--- config.mk ---
export PLATFORM = sky130hd
export DESIGN_NAME = simd_core_port
export DESIGN_NICKNAME = d
export VERILOG_FILES = /design/src/rtl/simd_core_port.sv
export SDC_FILE = /design/constraint.sdc
export NUM_CORES = 1
export LEC_CHECK = 0
export CAP_MARGIN = 40
export CORE_MARGIN = 4
export CORE_UTILIZATION = 47
export CTS_CLUSTER_SIZE = 8
export DETAILED_ROUTE_END_ITERATION = 12
export PLACE_DENSITY = 0.79
export REMOVE_ABC_BUFFERS = 1
export SLEW_MARGIN = 20
export SYNTH_ARGS = -nofsm -noshare
export SYNTH_HDL_FRONTEND = slang
export SYNTH_SLANG_ARGS = --single-unit
--- constraint.sdc ---
create_clock -name clk -period 2.67 [get_ports clk]
set_clock_uncertainty 0.1 [all_clocks]
set_input_delay 0.534 -clock clk [delete_from_list [all_inputs] [get_ports clk]]
set_output_delay 0.534 -clock clk [all_outputs]
set_load 0.01 [all_outputs]
--- src/rtl/simd_core_port.sv ---
// Per-core RAM request port: holds one load/store on the arbiter lane until grant, waits out read latency.
// Latency: store done 1 cycle after grant edge; load done 1 cycle after grant+RD_LAT edge; done pulses 1 cycle.
// Backpressure: core_ready is low from acceptance until IDLE; starved lanes abort after TIMEOUT REQ edges.
module simd_core_port #(
    parameter int RD_LAT  = 2,
    parameter int TIMEOUT = 255
) (
    input  logic       clk,
    input  logic       rstn,
    input  logic       core_req,
    input  logic       core_we,
    input  logic [7:0] core_addr,
    input  logic [7:0] core_wdata,
    output logic       core_ready,
    output logic       core_done,
    output logic       core_err,
    output logic [7:0] core_rdata,
    output logic       arb_rden,
    output logic       arb_wren,
    output logic [7:0] arb_addr,
    output logic [7:0] arb_din,
    input  logic       arb_acq,
    input  logic [7:0] arb_dq
);

    typedef enum logic [1:0] {IDLE, REQ, LAT, DONE} state_t;

    localparam logic [7:0] WAIT_LIM = 8'(TIMEOUT - 1);
    localparam logic [3:0] LAT_INIT = 4'(RD_LAT);

    state_t     state;
    logic       we_q;
    logic       err_q;
    logic [7:0] addr_q;
    logic [7:0] wdata_q;
    logic [7:0] rdata_q;
    logic [7:0] wait_cnt;
    logic [3:0] lat_cnt;

    always_ff @(posedge clk or negedge rstn) begin
        if (!rstn) begin
            state    <= IDLE;
            we_q     <= 1'b0;
            err_q    <= 1'b0;
            addr_q   <= 8'd0;
            wdata_q  <= 8'd0;
            rdata_q  <= 8'd0;
            wait_cnt <= 8'd0;
            lat_cnt  <= 4'd0;
        end else begin
            case (state)
                IDLE: begin
                    if (core_req) begin
                        we_q     <= core_we;
                        addr_q   <= core_addr;
                        wdata_q  <= core_wdata;
                        wait_cnt <= 8'd0;
                        state    <= REQ;
                    end
                end
                REQ: begin
                    // A grant on the timeout edge still wins.
                    if (arb_acq) begin
                        if (we_q) begin
                            state <= DONE;
                        end else begin
                            lat_cnt <= LAT_INIT;
                            state   <= LAT;
                        end
                    end else if (wait_cnt == WAIT_LIM) begin
                        err_q <= 1'b1;
                        state <= DONE;
                    end else if (wait_cnt != 8'hFF) begin
                        wait_cnt <= wait_cnt + 8'd1;
                    end
                end
                LAT: begin
                    // Losing the grant restarts the latency wait but keeps the timeout budget.
                    if (!arb_acq) begin
                        state <= REQ;
                    end else if (lat_cnt == 4'd1) begin
                        rdata_q <= arb_dq;
                        state   <= DONE;
                    end else begin
                        lat_cnt <= lat_cnt - 4'd1;
                    end
                end
                DONE: begin
                    err_q <= 1'b0;
                    state <= IDLE;
                end
                default: state <= IDLE;
            endcase
        end
    end

    assign core_ready = (state == IDLE);
    assign core_done  = (state == DONE);
    assign core_err   = (state == DONE) && err_q;
    assign core_rdata = rdata_q;
    assign arb_rden   = ((state == REQ) || (state == LAT)) && !we_q;
    assign arb_wren   = (state == REQ) && we_q;
    assign arb_addr   = addr_q;
    assign arb_din    = wdata_q;

endmodule

Yosys cells after proc, flatten, opt, wreduce, memory -nomap -nowiden
Index checks and enable logic that the tools add are counted.
- add/subtract/negate cells: 2
- $mul: 0
- divide/modulo/power cells: 0
- order comparisons: 0
- eq/ne operators: 17
- shifts and indexed selects: 0
- multiplexer cells: 20
- bitwise operators: 0
- reduce and logical (&&, ||, !) cells: 15
- operators with widths (operator ; number):
    8-bit 2-to-1 mux ; 4
    2-bit inequality test (second input constant) ; 9
    4-bit 2-to-1 mux ; 4
    8-bit one-hot mux with 2 select lines ; 1
    2-bit 2-to-1 mux ; 5
    5-bit AND reduction ; 2
    3-bit AND reduction ; 3
    8-bit by 1-bit adder with 8-bit output (second input constant) ; 1
    8-bit == test (second input constant) ; 1
    8-bit inequality test (second input constant) ; 1
    2-bit one-hot mux with 4 select lines ; 1
    4-bit one-hot mux with 2 select lines ; 1
    3-bit inequality test (second input constant) ; 2
    2-bit nonzero test ; 3
    2-bit == test (second input constant) ; 2
    4-bit by 1-bit == test with 1-bit output (second input constant) ; 1
    4-bit by 1-bit subtractor with 4-bit output (second input constant) ; 1
    1-bit logical AND ; 3
    1-bit 2-to-1 mux ; 3
    2-bit by 1-bit == test with 1-bit output (second input constant) ; 1
    2-bit zero test ; 1
    1-bit one-hot mux with 2 select lines ; 1
    2-bit AND reduction ; 1
    1-bit zero test ; 1
    1-bit logical OR ; 1
- register bits after elaboration: 40
- bits in latches: 0
- RAM bits: 0
- bits in read-only memories: 0
- input bits: 29
- output and inout port bits: 29
- word-level logic and storage cells: 62
- memories: 0

Longest topological paths before layout
- word-level depth: 5
- mapped depth: 8
- mapped depth without buffers: 7

Least setup slack after synthesis
Ideal clock, no wire load.
- kind: reg-to-reg
- from: register state[0]
- to: register addr_q[3], in the netlist arb_addr[3]
- library setup time: 0.125 ns
- arrival time: 1.700 ns
- data required time: 2.445 ns
- slack: 0.745 ns
- stages on the path, launching flop included: 7
- path buffers: 2
- period minus slack after synthesis: 1.925 ns
- cell sequence: dfrtp_1 > inv_1 > ha_1 > clkbuf_1 > nand2_1 > buf_1 > mux2_2
- cells in the longest elaborated chain, start to end: 2
- ends and longest elaborated chain (what ; RTL line ; RTL):
    start: declaration ; 31 ; state_t state;
    start signal: assignment ; 42 ; state <= IDLE;
    start signal: assignment ; 58 ; state <= REQ;
    start signal: assignment ; 65 ; state <= DONE;
    2-bit zero test ; -- ;
    net core_ready ; 14 ; output logic core_ready,
    2-bit AND reduction (no line) ; -- ;
    end signal: assignment ; 55 ; addr_q <= core_addr;
    end: declaration ; 34 ; logic [7:0] addr_q;
The timed path passes the listed nets, and every way through them passes these cells.
A chain may end at the register's enable or synchronous reset.

Worst setup path after layout
- from: register state[0]
- to: output port arb_rden
- cells in the longest elaborated chain, start to end: 3
- elaborated cells between the ends (all ways): 4
- classes of those cells: eq/ne: 2; reduce/logical: 2
- ends and longest elaborated chain (what ; RTL line ; RTL):
    2-bit by 1-bit == test with 1-bit output or 2-bit == test (tied branches) ; 101 ; assign arb_rden = ((state == REQ) || (state == LAT)) && !we_q;
    1-bit logical OR * ; 101 ;
    1-bit logical AND * ; 101 ;
    end: declaration ; 18 ; output logic arb_rden,
Mark *: on every way between the ends. The rest lies on a longest branch, timed or not.

==> impl.org <==
** Outcome
- Outcome :: complete, no violations

** Placement
- In this run the cell area measured after placement is ~0.0026 mm2.
- Detailed placement finished with a half-perimeter wire length of 3.49 mm.
- Once placement completed, the tool counted placed cells totaling approximately 290.
- Total of buffers placed on input and output ports :: 57
- The congestion estimate from routability-driven global placement came to between 0.8 and 0.9.

** Logic synthesis
- By instance count, the leading cell after synthesis is sky130_fd_sc_hd__dfrtp_1.
- Yosys mapped the design onto 39 distinct sky130hd cell types.
- Post-synthesis compound-gate area fraction :: 12.9%
- After synthesis, flip-flops and latches occupy between 50% and 60% of the total area.
- Most used standard cells in the synthesized netlist :: sky130_fd_sc_hd__dfrtp_1 (40), sky130_fd_sc_hd__mux2_2 (25), sky130_fd_sc_hd__nand2_1 (13), sky130_fd_sc_hd__inv_1 (10)
- The biggest area contributor in the post-synthesis netlist is sky130_fd_sc_hd__dfrtp_1.
- The Yosys step of the flow raised 0 warnings.
- After synthesis, the share of cell area in mux cells is about 14%.
- Post-Synth Simple-Gate Area :: 14.2%
- Adder and majority gate portion of the synthesized area :: under 10%
- The synthesized design contains 40 register bits.
- In the synthesized netlist, the number of instances is between 150 and 200.
- By area, the combinational part of the netlist is dominated by simple AND/OR/NAND/NOR gates.
- Number of enable flip-flop cells after synthesis :: 0
- FFs w/ async S/R, synth :: 100%
- Proportion of netlist area held by the largest area contributor :: 50.3%
- By area the synthesized netlist is led by sky130_fd_sc_hd__dfrtp_1 (50%), sky130_fd_sc_hd__mux2_2 (14%), sky130_fd_sc_hd__ha_1 (5.7%), sky130_fd_sc_hd__nand2_1 (2.5%), sky130_fd_sc_hd__nand3_1 (2.3%).
- The synthesized netlist occupies a cell area of 0.00199 mm2.
- Synthesized-area fraction occupied by xor and xnor cells :: 0%
- Mean post-synth cell area :: 11.2 um2
- Dominant synthesized flop cell :: sky130_fd_sc_hd__dfrtp_1

** CTS
- For this design, the sink count on the clock tree is 40.
- Clock tree from TritonCTS :: built
- Number of levels in the clock H-tree :: 2
- Clock transition at the registers of the reported paths :: approximately 0.08 ns
- The clock passes through at most 2 buffers.
- Cts-stage hold buffer count :: 0
- In this run the post-CTS setup repair buffer count came out at 0.
- Post-CTS repair changed the size of 0 cells.
- CTS root buf :: sky130_fd_sc_hd__clkbuf_8
- Num CTS Buffers :: 5
- At the later pin of the worst-skew pair, clock insertion delay measures slightly below 0.3 ns.

** GRT
- Maximum number of pins on one net before global-route repair :: 28
- The number of antenna violations at the first check in global routing came to 0.
- All-Layer GR Usage :: between 10% and 20%
- The first global-routing pass estimated 7.75 mm of wire.
- The via count of the first global-routing pass is 1,686.
- For this run the aggregate overflow at the end of global routing stands at 0.

** Drt
- The pre-antenna-repair detailed-routing pass consisted of 4 iterations.
- In this run, the number of DRC markers left after iteration 0 of detailed routing was approximately 120.
- Via count :: 1,670
- Routed WL per cell :: ~16 um
- DRC violations left :: 0
- Routed Wire Length :: 4.73 mm
- Avg Vias per Cell :: roughly 5.7
- ANT nets after route :: 0

** Final layout
- Fill cells in the final layout number roughly 290.
- Core Util, Final :: about two thirds
- The area growth from synthesis to layout is 38.3%.
- Share of post-route cells with drive strength above 1 :: around 16%
- # diodes :: 0
- After routing the design area is about 0.0028 mm2.
- Registers take about 0.001 mm2.
- The final layout contains 280 nets.
- Area taken by multi-input logic gates :: 933 um2
- Number of cells in the finished layout apart from fillers :: just under 300

** STA
- Setup violations remaining at the end of the flow were counted as 0.
- At the pin with the least slew margin, the transition time is between 0.6 and 0.7 ns.
- Final critical-path share of the clock period :: between 90% and 100%
- Time the worst path needs with I/O delays and setup :: ~2.4 ns
- Aggregate negative setup slack :: 0 ns
- The worst pin sits at a relative slew slack of around three fifths.
- The final number of hold-violating endpoints came to 0.
- The number of pins with negative max-slew slack in the final report came to 0.
- Setup repair after global routing left no endpoint under its margin.
- Upper clock frequency limit :: around 0.41 GHz

** Floorplanning
- For this configuration, the core starts out at a cell density of 49.0%.
- The initialized floorplan defines 23 standard-cell rows.
- Placeable core region :: between 0.004 and 0.005 mm2
- The die covers approximately 0.0053 mm2.
- Top-level I/O count :: 58
- Floorplan die width :: 73.0 um
- Die Span Y :: 73.0 um

** Worst setup path
- The worst setup path is of the flip-flop to primary output kind.
- For the worst flop-to-flop path, the logic depth is 8.
- Required time reported for the critical path endpoint :: 2.04 ns
- The worst setup path is launched from a flip-flop.
- The most critical setup path has its startpoint at state[0].
- Largest fanout on the critical path :: 5
- Crit path arrival time :: approximately 1.8 ns
- The worst register-to-register path begins at state[1].
- The endpoint identified for the worst register-to-register timing path is wait_cnt[5].
- Register-to-register setup slack :: between 0.4 and 0.5 ns
- The worst setup path is captured at a primary output.

** Power and ir drop
- Power Dens Cells :: roughly 1000 mW/mm2
- VDD sags by at most between 0.6 and 0.7 mV.
- Leakage power :: roughly 0.0012 uW

** Min path
- The min-delay analysis places its worst path in the category input pin to asynchronous set/reset pin.

** Flow run
- The tool flagged a number of max-cap violations equal to 0.
==> final cells by class <==
cell class                      count  share of cell area (%)
Tap cell                           50                    2.27
Clock inverter                      2                    1.27
Timing Repair Buffer               61                    22.1
Sequential cell                    40                    36.4
Multi-Input combinational cell    124                    33.9
Clock buffer                        6                    2.64
Inverter                           10                    1.36
==> routing by layer <==
metal,vias to the layer above,track usage [%],routed length [um]
met5,-,0,0
li1,781,-,-
met2,79,29.6,2190
met4,0,6.56,66
met3,8,10.3,562
met1,802,21.5,1920
==> per-stage QoR <==
stage,total power (uW),hold WS [ns],worst slack [ns]
6_report,2850,0.0428,0.248
5_1_grt,3040,0.0518,0.134
4_1_cts,2870,0.0466,0.240
3_5_place_dp,2370,0.365,0.275
3_3_place_gp,2330,0.386,0.338
2_1_floorplan,1690,0.138,0.597
==> critical path, cell delays in order (launching register included) <==
cell                              delay [ns]
sky130_fd_sc_hd__dfrtp_1                0.41
sky130_fd_sc_hd__inv_1                  0.12
sky130_fd_sc_hd__ha_1                   0.29
sky130_fd_sc_hd__nor2b_1                0.13
sky130_fd_sc_hd__clkdlybuf4s50_1        0.54
==> worst max path at each step <==
stage | endpoint | depth (start not counted)
2_1_floorplan | wait_cnt[7] | 7
3_3_place_gp | wait_cnt[5] | 6
3_5_place_dp | wait_cnt[7] | 6
4_1_cts | arb_rden | 4
5_1_grt | arb_rden | 4
6_report | arb_rden | 4
==> where the power goes <==
part | total, uW | switching, uW | internal (uW)
registers | 1030 | 176 | 852
clock network | 485 | 208 | 277
logic | 1330 | 599 | 736
==> registers in the layout (all words and copies together) (netlist names) <==
| register | count |
|---|---|
| core_rdata | 8 |
| wait_cnt | 8 |
| state | 2 |
| err_q | 1 |
| we_q | 1 |
| arb_din | 8 |
| lat_cnt | 4 |
| arb_addr | 8 |
==> cells in the final DEF, fill, tap and decap left out, types with 2 or more instances in the layout <==
cell                              Yosys  layout
sky130_fd_sc_hd__a2111oi_0            2       2
sky130_fd_sc_hd__a211o_1              2       2
sky130_fd_sc_hd__a21o_1               4       4
sky130_fd_sc_hd__a21oi_1              6       6
sky130_fd_sc_hd__a31oi_1              5       5
sky130_fd_sc_hd__and3_1               3       3
sky130_fd_sc_hd__buf_4                0       3
sky130_fd_sc_hd__clkbuf_8             0       5
sky130_fd_sc_hd__clkdlybuf4s50_1      0      56
sky130_fd_sc_hd__dfrtp_1             40      40
sky130_fd_sc_hd__ha_1                 9       9
sky130_fd_sc_hd__inv_1               10      10
sky130_fd_sc_hd__mux2_2              25      25
sky130_fd_sc_hd__nand2_1             13      13
sky130_fd_sc_hd__nand2b_1             3       3
sky130_fd_sc_hd__nand3_1              9       9
sky130_fd_sc_hd__nand4_1              4       4
sky130_fd_sc_hd__nor2_1               5       5
sky130_fd_sc_hd__nor2b_1              2       2
sky130_fd_sc_hd__nor3_1               5       5
sky130_fd_sc_hd__o211ai_1             4       4
sky130_fd_sc_hd__o21ai_0              5       5
sky130_fd_sc_hd__o31ai_1              2       2
==> logic make-up (layout without fill, tap and decap cells) <==
family	after synthesis	count (layout)
fa+ha+maj	9	9
compound gates	37	37
flops	40	40
simple gates	53	53
buf+inv	14	79
mux	25	25
No activity file was read; power rests on OpenSTA's default activity.
